`src/rtl/ddr3_app_master.sv`:
```
`default_nettype none
// ============================================================================
// ddr3_app_master
// MIG DDR3 app-interface initiator: moves 64-bit words as two 32-bit beats.
// Optional stall counter built when DDR_APP_MASTER_STATS_EN is defined.
// Revision: 1.0
// ============================================================================
module ddr3_app_master #(
    parameter int pADDR_WIDTH      = 30,
    parameter int pCOUNT_WIDTH     = 16,
    parameter int pMAX_OUTSTANDING = 16
) (
    input  logic                    clk,
    input  logic                    reset_n,
    input  logic                    init_calib_complete,
    input  logic                    cmd_start,
    input  logic                    cmd_read,
    input  logic [pADDR_WIDTH-1:0]  cmd_addr,
    input  logic [pCOUNT_WIDTH-1:0] cmd_count,
    output logic                    busy,
    output logic                    done,
    output logic                    err_unexpected,
    input  logic [63:0]             wr_data,
    input  logic                    wr_valid,
    output logic                    wr_ready,
    output logic [63:0]             rd_data,
    output logic                    rd_valid,
    output logic [pADDR_WIDTH-1:0]  app_addr,
    output logic [2:0]              app_cmd,
    output logic                    app_en,
    output logic [31:0]             app_wdf_data,
    output logic                    app_wdf_wren,
    output logic                    app_wdf_end,
    input  logic                    app_rdy,
    input  logic                    app_wdf_rdy,
    input  logic [31:0]             app_rd_data,
    input  logic                    app_rd_data_valid,
    input  logic                    app_rd_data_end,
    output logic [31:0]             stall_count
);

    localparam int                      c_OUT_W     = $clog2(pMAX_OUTSTANDING + 1);
    localparam logic [c_OUT_W-1:0]      c_MAX_OUT   = c_OUT_W'(pMAX_OUTSTANDING);
    localparam logic [c_OUT_W-1:0]      c_OUT_ONE   = c_OUT_W'(1);
    localparam logic [pADDR_WIDTH-1:0]  c_ADDR_STEP = pADDR_WIDTH'(8);
    localparam logic [pADDR_WIDTH-1:0]  c_ADDR_MASK = ~pADDR_WIDTH'(7);
    localparam logic [pCOUNT_WIDTH-1:0] c_CNT_ONE   = pCOUNT_WIDTH'(1);
    localparam logic [2:0]              c_CMD_WR    = 3'b000;
    localparam logic [2:0]              c_CMD_RD    = 3'b001;

    typedef enum logic [2:0] {
        S_IDLE     = 3'd0,
        S_WR_B1    = 3'd1,
        S_WR_B2    = 3'd2,
        S_RD_ISSUE = 3'd3,
        S_RD_DRAIN = 3'd4,
        S_DONE     = 3'd5
    } state_t;

    state_t                  state_q, state_d;
    logic [pADDR_WIDTH-1:0]  addr_q, addr_d;
    logic [pCOUNT_WIDTH-1:0] remaining_q, remaining_d;
    logic [c_OUT_W-1:0]      outstanding_q, outstanding_d;
    logic                    half_pending_q, half_pending_d;
    logic [31:0]             upper_q, upper_d;
    logic [31:0]             wr_lo_q, wr_lo_d;
    logic                    rd_valid_q, rd_valid_d;
    logic [63:0]             rd_data_q, rd_data_d;
    logic                    done_q, done_d;
    logic                    busy_q, busy_d;
    logic                    err_q, err_d;

    logic                    w_accept;
    logic                    w_issue_rd;
    logic                    w_ret_done;
    logic                    w_err_set;

    always_comb begin
        state_d        = state_q;
        addr_d         = addr_q;
        remaining_d    = remaining_q;
        wr_lo_d        = wr_lo_q;
        w_accept       = 1'b0;
        w_issue_rd     = 1'b0;
        app_en         = 1'b0;
        app_cmd        = 3'b000;
        app_addr       = '0;
        app_wdf_data   = 32'd0;
        app_wdf_wren   = 1'b0;
        app_wdf_end    = 1'b0;
        wr_ready       = 1'b0;

        case (state_q)
            S_IDLE: begin
                if (cmd_start && init_calib_complete) begin
                    w_accept    = 1'b1;
                    addr_d      = cmd_addr & c_ADDR_MASK;
                    remaining_d = cmd_count;
                    if (cmd_count == '0) begin
                        state_d = S_DONE;
                    end else if (cmd_read) begin
                        state_d = S_RD_ISSUE;
                    end else begin
                        state_d = S_WR_B1;
                    end
                end
            end
            S_WR_B1: begin
                if (wr_valid && app_rdy && app_wdf_rdy) begin
                    app_en       = 1'b1;
                    app_wdf_wren = 1'b1;
                    app_cmd      = c_CMD_WR;
                    app_addr     = addr_q;
                    app_wdf_data = wr_data[63:32];
                    wr_ready     = 1'b1;
                    wr_lo_d      = wr_data[31:0];
                    state_d      = S_WR_B2;
                end
            end
            S_WR_B2: begin
                if (app_rdy && app_wdf_rdy) begin
                    app_en       = 1'b1;
                    app_wdf_wren = 1'b1;
                    app_wdf_end  = 1'b1;
                    app_cmd      = c_CMD_WR;
                    app_addr     = addr_q;
                    app_wdf_data = wr_lo_q;
                    addr_d       = addr_q + c_ADDR_STEP;
                    remaining_d  = remaining_q - c_CNT_ONE;
                    state_d      = (remaining_q == c_CNT_ONE) ? S_DONE : S_WR_B1;
                end
            end
            S_RD_ISSUE: begin
                if ((outstanding_q < c_MAX_OUT) && app_rdy) begin
                    app_en      = 1'b1;
                    app_cmd     = c_CMD_RD;
                    app_addr    = addr_q;
                    w_issue_rd  = 1'b1;
                    addr_d      = addr_q + c_ADDR_STEP;
                    remaining_d = remaining_q - c_CNT_ONE;
                    if (remaining_q == c_CNT_ONE) begin
                        state_d = S_RD_DRAIN;
                    end
                end
            end
            S_RD_DRAIN: begin
                if (outstanding_q == '0) begin
                    state_d = S_DONE;
                end
            end
            S_DONE: begin
                state_d = S_IDLE;
            end
            default: begin
                state_d = S_IDLE;
            end
        endcase
    end

    // Return path runs in every state so stray beats are always flagged.
    always_comb begin
        half_pending_d = half_pending_q;
        upper_d        = upper_q;
        rd_valid_d     = 1'b0;
        rd_data_d      = rd_data_q;
        w_err_set      = 1'b0;
        w_ret_done     = 1'b0;
        if (app_rd_data_valid) begin
            if (outstanding_q == '0) begin
                w_err_set = 1'b1;
            end
            if (app_rd_data_end) begin
                if (!half_pending_q) begin
                    w_err_set = 1'b1;
                end
                rd_valid_d     = 1'b1;
                rd_data_d      = {upper_q, app_rd_data};
                half_pending_d = 1'b0;
                w_ret_done     = (outstanding_q != '0);
            end else begin
                if (half_pending_q) begin
                    w_err_set = 1'b1;
                end
                upper_d        = app_rd_data;
                half_pending_d = 1'b1;
            end
        end

        case ({w_issue_rd, w_ret_done})
            2'b10:   outstanding_d = outstanding_q + c_OUT_ONE;
            2'b01:   outstanding_d = outstanding_q - c_OUT_ONE;
            default: outstanding_d = outstanding_q;
        endcase

        err_d  = (err_q && !w_accept) || w_err_set;
        busy_d = (state_d != S_IDLE);
        done_d = (state_q == S_DONE);
    end

    always_ff @(posedge clk or negedge reset_n) begin
        if (!reset_n) begin
            state_q        <= S_IDLE;
            addr_q         <= '0;
            remaining_q    <= '0;
            outstanding_q  <= '0;
            half_pending_q <= 1'b0;
            upper_q        <= 32'd0;
            wr_lo_q        <= 32'd0;
            rd_valid_q     <= 1'b0;
            rd_data_q      <= 64'd0;
            done_q         <= 1'b0;
            busy_q         <= 1'b0;
            err_q          <= 1'b0;
        end else begin
            state_q        <= state_d;
            addr_q         <= addr_d;
            remaining_q    <= remaining_d;
            outstanding_q  <= outstanding_d;
            half_pending_q <= half_pending_d;
            upper_q        <= upper_d;
            wr_lo_q        <= wr_lo_d;
            rd_valid_q     <= rd_valid_d;
            rd_data_q      <= rd_data_d;
            done_q         <= done_d;
            busy_q         <= busy_d;
            err_q          <= err_d;
        end
    end

    assign busy           = busy_q;
    assign done           = done_q;
    assign err_unexpected = err_q;
    assign rd_valid       = rd_valid_q;
    assign rd_data        = rd_data_q;

`ifdef DDR_APP_MASTER_STATS_EN
    logic [31:0] stall_q, stall_d;
    logic        w_stall;

    // A stall is a cycle where a beat/command is ready to go but the MIG refuses it.
    always_comb begin
        case (state_q)
            S_WR_B1:    w_stall = wr_valid && !(app_rdy && app_wdf_rdy);
            S_WR_B2:    w_stall = !(app_rdy && app_wdf_rdy);
            S_RD_ISSUE: w_stall = (outstanding_q < c_MAX_OUT) && !app_rdy;
            default:    w_stall = 1'b0;
        endcase
        stall_d = stall_q;
        if (w_accept) begin
            stall_d = 32'd0;
        end else if (w_stall && (stall_q != 32'hFFFF_FFFF)) begin
            stall_d = stall_q + 32'd1;
        end
    end

    always_ff @(posedge clk or negedge reset_n) begin
        if (!reset_n) begin
            stall_q <= 32'd0;
        end else begin
            stall_q <= stall_d;
        end
    end

    assign stall_count = stall_q;
`else
    assign stall_count = 32'd0;
`endif

endmodule
`default_nettype wire

```
`config.mk`:
```
export PLATFORM = sky130hd
export DESIGN_NAME = ddr3_app_master
export DESIGN_NICKNAME = d
export VERILOG_FILES = /design/src/rtl/ddr3_app_master.sv
export SDC_FILE = /design/constraint.sdc
export NUM_CORES = 1
export LEC_CHECK = 0
export BUFFER_PORTS_ARGS = -buffer_cell sky130_fd_sc_hd__buf_2
export CAP_MARGIN = 10
export CORE_MARGIN = 10
export CORE_UTILIZATION = 54
export CTS_CLUSTER_DIAMETER = 30
export DETAILED_ROUTE_END_ITERATION = 6
export PLACE_DENSITY = 0.86
export SYNTH_ARGS = -nofsm -noshare
export SYNTH_HDL_FRONTEND = slang
export SYNTH_SLANG_ARGS = --single-unit
```
`constraint.sdc`:
```
create_clock -name clk -period 5.5 [get_ports clk]
set_input_delay 1.1 -clock clk [delete_from_list [all_inputs] [get_ports clk]]
set_output_delay 1.1 -clock clk [all_outputs]
set_load 0.02 [all_outputs]
```
==> impl_metrics.env, run 1 <==
export IMPL_yosysTopAreaCellShare_pct=50.81
export IMPL_fin_area_sq_um=11090
export IMPL_nets=1224
export IMPL_cp_slowest_cell="dfrtp_1"
export IMPL_die_h_um=149.5
export IMPL_area_growth_pct=22.42
export IMPL_rows=47
export IMPL_clk_path_buf_depth=2
export IMPL_period_needed_ns=4.211
export IMPL_path_class="flip-flop to primary output"
export IMPL_dieArea_sq_um=22360
export IMPL_max_cap_violations=0
export IMPL_viasPerCell=5.614
export IMPL_gp_congestion=0.8630
export IMPL_die_w_um=149.5
export IMPL_cts_inserted_buffers=17
export IMPL_grt_pass1_vias=7458
export IMPL_synth_cell_type_count=64
export IMPL_grt_use_total_pct=21.31
export IMPL_postPlaceCellArea_sq_um=10440
export IMPL_hold_violations=0
export IMPL_crit_chain="nor2b_4, buf_4, nand2_1, nor2_1, nor3_2, buf_4, nor2b_1, buf_2"
export IMPL_antenna_found_initial=2
export IMPL_dp_hpwl_mm=18.62
export IMPL_clock_sinks=184
export IMPL_path_buf_inv=3
export IMPL_cpMostUsedCell="buf_4"
export IMPL_cp_start_kind="flip-flop"
export IMPL_relSlewSlack_pct=28.17
export IMPL_overflow=0
export IMPL_firstDrtPassIters=5
export IMPL_fmax_mhz=237.5
export IMPL_tightestPinTransition_ns=1.076
export IMPL_critPathMaxFanout=68
export IMPL_clk_pin_slew_worst_paths_ns=0.07
export IMPL_vias=7287
export IMPL_p_leak_nw=5.234
export IMPL_cts_resized=0
export IMPL_outcome="finished, final reports clean"
export IMPL_h_tree_depth=4
export IMPL_synth_area_sq_um=9061
export IMPL_fin_crit_sh_pct=76.55
export IMPL_ys_seq_area_share_pct=50.81
export IMPL_cp_required_ns=4.40
export IMPL_initial_core_util_pct=54.83
export IMPL_core_area_sq_um=16520
export IMPL_power_density_nw_per_um2=465.2
export IMPL_syn_inst=808
export IMPL_synthFlopType="dfrtp_1"
export IMPL_grt_max_degree=104
export IMPL_ys_top_cells_by_area="dfrtp_1 51%, mux2_2 16%, a22o_1 3.2%, buf_4 3.1%, a21oi_1 2.8%"
export IMPL_totalWireLength_mm=25.08
export IMPL_power_mw=5.160
export IMPL_pin_count=321
export IMPL_hold_path_class="flip-flop to flip-flop"
export IMPL_drc_errors=0
export IMPL_drive_gt1_share_pct=43.36
export IMPL_wl_per_cell_um=19.32
export IMPL_cts_root_buffer="clkbuf_16"
export IMPL_path_delay_family="simple AND/OR/NAND/NOR gates"
export IMPL_cts_tree="yes"
export IMPL_arrival_ns=3.11
export IMPL_finalSetupTns_ns=0
export IMPL_synth_avg_cell_area_sq_um=11.21
export IMPL_ys_warn_count=0
export IMPL_worst_ir_drop_vdd_mv=0.3086
export IMPL_drtIter0Drc=471
export IMPL_rsz0062_at_grt="no"
export IMPL_drtAntennaViolNets=0
export IMPL_clk_latency_ns=0.43
export IMPL_clock_skew_final_ns=0.01029
export IMPL_cp_end_kind="primary output"
export IMPL_postSynth_asyncResetShare_pct=100.0
export IMPL_yosysTopAreaCell="dfrtp_1"
export IMPL_ctsHoldBuffers=0
export IMPL_drv_slew=0
export IMPL_grt_pass1_wl_mm=38.52
export IMPL_synth_edf_count=0
export IMPL_setup_violations=0
export IMPL_synth_seq_cells=184
export IMPL_cpPeakStageDelay_ns=0.54
export IMPL_cts_setup_buffers=0
export IMPL_place_port_buffers=280
==> registers in the layout (all words and copies together) (netlist names), 3 cells and up <==
register	flops
rd_data	64
upper_q	32
wr_lo_q	32
addr_q	27
remaining_q	16
outstanding_q	5
state_q	3
==> worst paths after layout <==
path | start | to | slack, ns | depth (start not counted)
max in group asynchronous | reset_n | rd_data[10]$_DFFE_PN0P_ | 3.60 | 2
setup reg to reg | state_q[1]$_DFF_PN0_ | outstanding_q[4]$_DFFE_PN0P_ | 2.06 | 12
hold reg to reg | err_unexpected$_DFF_PN0_ | err_unexpected$_DFF_PN0_ | 0.47 | 2
setup / recovery | state_q[1]$_DFF_PN0_ | app_addr[19] | 1.29 | 8
min in group asynchronous | reset_n | remaining_q[9]$_DFFE_PN0P_ | 0.78 | 1
hold / removal | err_unexpected$_DFF_PN0_ | err_unexpected$_DFF_PN0_ | 0.47 | 2
==> cell usage after synthesis (7+ instances only) <==
master / n
buf_2: 22
nor2b_1: 26
ha_1: 7
clkbuf_1: 23
o22ai_1: 13
nand2_1: 38
nand4_1: 7
nand3_1: 22
nor4_1: 10
and3_1: 9
o21ai_0: 34
a21oi_1: 50
a22o_1: 33
inv_1: 17
buf_4: 38
nor2_1: 37
nor3_1: 11
mux2_2: 128
dfrtp_1: 184
==> through the flow <==
| step | instances | setup WS, ns | hold WS, ns | util (%) |
|---|---|---|---|---|
| floorplan | 844 | 2.035 | 0.4660 | - |
| global placement | 1264 | 1.660 | 0.4467 | 63.20 |
| detailed placement | 1264 | 1.606 | 0.4556 | 63.20 |
| CTS | 1296 | 1.282 | 0.4737 | 66.95 |
| global route | 1298 | 1.088 | 0.5140 | 67.13 |
| finish | 1298 | 1.290 | 0.4717 | 67.13 |
==> placed cells by master (no fill, tap or decap), drive strengths merged, types with 3 or more instances in the layout <==
| cell | instances |
|---|---|
| buf | 290 |
| mux2 | 128 |
| a211oi | 6 |
| clkbuf | 17 |
| conb | 37 |
| o31ai | 5 |
| clkinv | 7 |
| o211ai | 3 |
| nand4 | 7 |
| and4 | 5 |
| a22oi | 4 |
| nand2 | 39 |
| a2bb2oi | 4 |
| a31oi | 4 |
| a22o | 33 |
| or3 | 6 |
| o32ai | 3 |
| dfrtp | 184 |
| and3 | 9 |
| nand3 | 23 |
| nand2b | 5 |
| nor2b | 27 |
| nor4 | 11 |
| o22ai | 13 |
| a21oi | 50 |
| xor2 | 3 |
| or2 | 3 |
| nor3 | 14 |
| o21ai | 34 |
| nor2 | 37 |
| ha | 7 |
| inv | 23 |
| or4 | 4 |
==> logic make-up (layout without fill, tap and decap cells) <==
family,Yosys count,after routing,synth area share [%]
AO/OA/AOI/OAI,179,179,13.33
multiplexers,130,130,16.13
adder cells (fa/ha/maj),8,8,1.187
AND/OR/NAND/NOR,195,195,11.67
XOR/XNOR,5,5,0.4834
flip-flops,184,184,50.81
other,1,38,0.04139
buffers and inverters,106,339,6.352
==> area by class of cell <==
class,instances,area [sq um]
repair buffers,290,1503
diodes,1,2.502
fillers,1245,5431
flip-flops and latches,184,4604
inverters,17,63.81
multi-input cells,554,4025
clock buffers,17,425.4
well taps,220,275.3
clock inverters,15,193.9
==> metal layers <==
layer	wire length, um	GRT usage (%)	share of wire (%)	up-vias
met4	499	8.096	2.0	2
li1	-	-	-	3391
met3	2645	8.031	11	45
met2	12610	35.89	50	298
met1	9321	24.07	37	3551
met5	7	0	0.028	-
==> tightest hold or removal path, delay by kind of cell (launching register included) <==
| kind | cells | cell delay (ns) |
|---|---|---|
| flip-flops | 1 | 0.34 |
| AND/OR/NAND/NOR | 2 | 0.10 |
==> power breakdown <==
group	internal [mW]	total [mW]	switching, mW	leakage, nW
Combinational	0.747	1.79	1.04	2.77
Sequential	1.78	2.13	0.353	2.17
Clock	0.622	1.24	0.616	0.293
Total	3.15	5.16	2.01	5.23
No activity file was read; power rests on OpenSTA's default activity.
==> run 2: changes to the inputs <==
--- a/config.mk
+++ b/config.mk
@@ -8,10 +8,10 @@
 export BUFFER_PORTS_ARGS = -buffer_cell sky130_fd_sc_hd__buf_2
 export CAP_MARGIN = 10
 export CORE_MARGIN = 10
-export CORE_UTILIZATION = 54
+export CORE_UTILIZATION = 50
 export CTS_CLUSTER_DIAMETER = 30
 export DETAILED_ROUTE_END_ITERATION = 6
-export PLACE_DENSITY = 0.86
+export PLACE_DENSITY = 0.8
 export SYNTH_ARGS = -nofsm -noshare
 export SYNTH_HDL_FRONTEND = slang
 export SYNTH_SLANG_ARGS = --single-unit
==> constraint.sdc (replaced) <==
create_clock -name clk -period 4.4 [get_ports clk]
set_input_delay 0.88 -clock clk [delete_from_list [all_inputs] [get_ports clk]]
set_output_delay 0.88 -clock clk [all_outputs]
set_load 0.02 [all_outputs]
==> run 2 against run 1 <==
Compared with the run above:
- final cell count up 0.92%
- power up 25%
- sequential share of layout area about the same
- sequential cell count unchanged
==> impl_metrics.env, run 2 (synthesis results as in run 1) <==
export IMPL_timing_hold_ws_ns=0.4487
export IMPL_largest_reg_flops=64
export IMPL_area_growth_pct=22.55
export IMPL_dieArea_sq_um=23910
export IMPL_arrival_ns=2.72
export IMPL_overflow=0
export IMPL_outcome="finished, final reports clean"
export IMPL_critPathMaxFanout=26
export IMPL_setup_violations=0
export IMPL_die_w_um=154.6
export IMPL_hold_path_class="input pin to asynchronous set/reset pin"
export IMPL_drive_gt1_share_pct=43.37
export IMPL_h_tree_depth=4
export IMPL_grt_pass1_vias=7291
export IMPL_cts_root_buffer="clkbuf_16"
export IMPL_met3_usage_pct=9.484
export IMPL_final_cell_mix="279 x buf_2, 184 x dfrtp_1, 128 x mux2_2"
export IMPL_fin_ws_ns=0.7968
export IMPL_pin_count=321
export IMPL_fmax_mhz=277.5
export IMPL_drc_errors=0
export IMPL_cp_end_kind="primary output"
export IMPL_dp_hpwl_mm=18.97
export IMPL_firstDrtPassIters=5
export IMPL_cts_resized=0
export IMPL_multi_input_area_sq_um=4023
export IMPL_rsz0062_at_grt="no"
export IMPL_max_cap_violations=0
export IMPL_clock_skew_final_ns=0.01140
export IMPL_grt_pass1_wl_mm=39.13
export IMPL_hold_violations=0
export IMPL_pre_cts_ws_ns=0.9986
export IMPL_clk_pin_slew_worst_paths_ns=0.07
export IMPL_core_area_sq_um=17900
export IMPL_relSlewSlack_pct=36.42
export IMPL_wl_per_cell_um=19.05
export IMPL_period_needed_ns=3.603
export IMPL_fin_crit_sh_pct=81.89
export IMPL_viasPerCell=5.492
export IMPL_final_common_cell="buf_2"
export IMPL_drtAntennaViolNets=0
export IMPL_regArea_sq_um=4604
export IMPL_totalWireLength_mm=24.96
export IMPL_initial_core_util_pct=50.62
export IMPL_p_leak_nw=5.243
export IMPL_tightestPinTransition_ns=0.9458
export IMPL_finalSetupTns_ns=0
export IMPL_gp_congestion=0.8645
export IMPL_power_mw=6.432
export IMPL_vias=7195
export IMPL_path_class="flip-flop to primary output"
export IMPL_die_h_um=154.6
export IMPL_rows=49
export IMPL_cp_required_ns=3.52
export IMPL_clk_path_buf_depth=2
export IMPL_grt_use_met1_pct=22.64
export IMPL_ctsHoldBuffers=0
export IMPL_worst_ir_drop_vdd_mv=0.3074
export IMPL_drv_slew=0
export IMPL_cts_tree="yes"
export IMPL_grt_max_degree=86
export IMPL_cts_setup_buffers=0
export IMPL_grt_busiest_layer="met2"
export IMPL_antenna_found_initial=5
export IMPL_cts_inserted_buffers=17
export IMPL_place_port_buffers=280
export IMPL_use_met2_pct=33.41
export IMPL_power_density_nw_per_um2=579.2
export IMPL_drtIter0Drc=410
export IMPL_grt_use_total_pct=20.16
export IMPL_nFillCells=1485
export IMPL_cp_start_kind="flip-flop"
export IMPL_clock_sinks=184
export IMPL_clk_latency_ns=0.43
export IMPL_nets=1226
run 2: layout make-up:
| cell class | count | area share (%) |
|---|---|---|
| antenna | 2 | 0.04507 |
| clock buffer | 17 | 3.831 |
| clock inverter | 15 | 1.566 |
| inverter | 17 | 0.5746 |
| multi-input combinational | 554 | 36.23 |
| sequential | 184 | 41.46 |
| tap | 229 | 2.580 |
| timing repair buffer | 292 | 13.71 |
run 2: path summary, 6_finish.rpt:
check | start | to | slack, ns | cells after the start
max | state_q[1]$_DFF_PN0_ | app_addr[8] | 0.80 | 7
min | reset_n | rd_data[25]$_DFFE_PN0P_ | 0.45 | 1
max reg2reg | state_q[1]$_DFF_PN0_ | outstanding_q[4]$_DFFE_PN0P_ | 1.16 | 11
min reg2reg | err_unexpected$_DFF_PN0_ | err_unexpected$_DFF_PN0_ | 0.47 | 2
max in group asynchronous | reset_n | wr_lo_q[10]$_DFFE_PN0P_ | 3.04 | 2
min in group clk | err_unexpected$_DFF_PN0_ | err_unexpected$_DFF_PN0_ | 0.47 | 2
run 2: metal layers:
metal | part of all wire (%) | wire (um)
met3 | 11 | 2734
met4 | 1.9 | 465
met2 | 48 | 12070
met5 | 0.052 | 13
met1 | 39 | 9676
run 2: worst max-delay path, stage by stage, from the launching register on:
cell	delay, ns
dfrtp_1	0.54
nor2b_4	0.57
nand2_1	0.17
nor2_1	0.35
nor3_2	0.12
buf_4	0.21
nor2b_1	0.14
buf_2	0.18
run 2: where the power goes:
group | switching (mW) | leakage [nW] | total (mW) | internal (mW)
Sequential | 0.448 | 2.17 | 2.67 | 2.23
Combinational | 1.30 | 2.78 | 2.24 | 0.941
Clock | 0.749 | 0.293 | 1.52 | 0.770
Total | 2.49 | 5.24 | 6.43 | 3.94
run 2: per-stage QoR:
step / area, sq um / std cells / util [%]
after CTS: 11100 / 1308 / 62.00
after floorplan: 9196 / 844 / -
final: 11100 / 1310 / 62.03
after global routing: 11100 / 1309 / 62.01
after global placement: 10500 / 1276 / 58.65
after detailed placement: 10500 / 1276 / 58.65
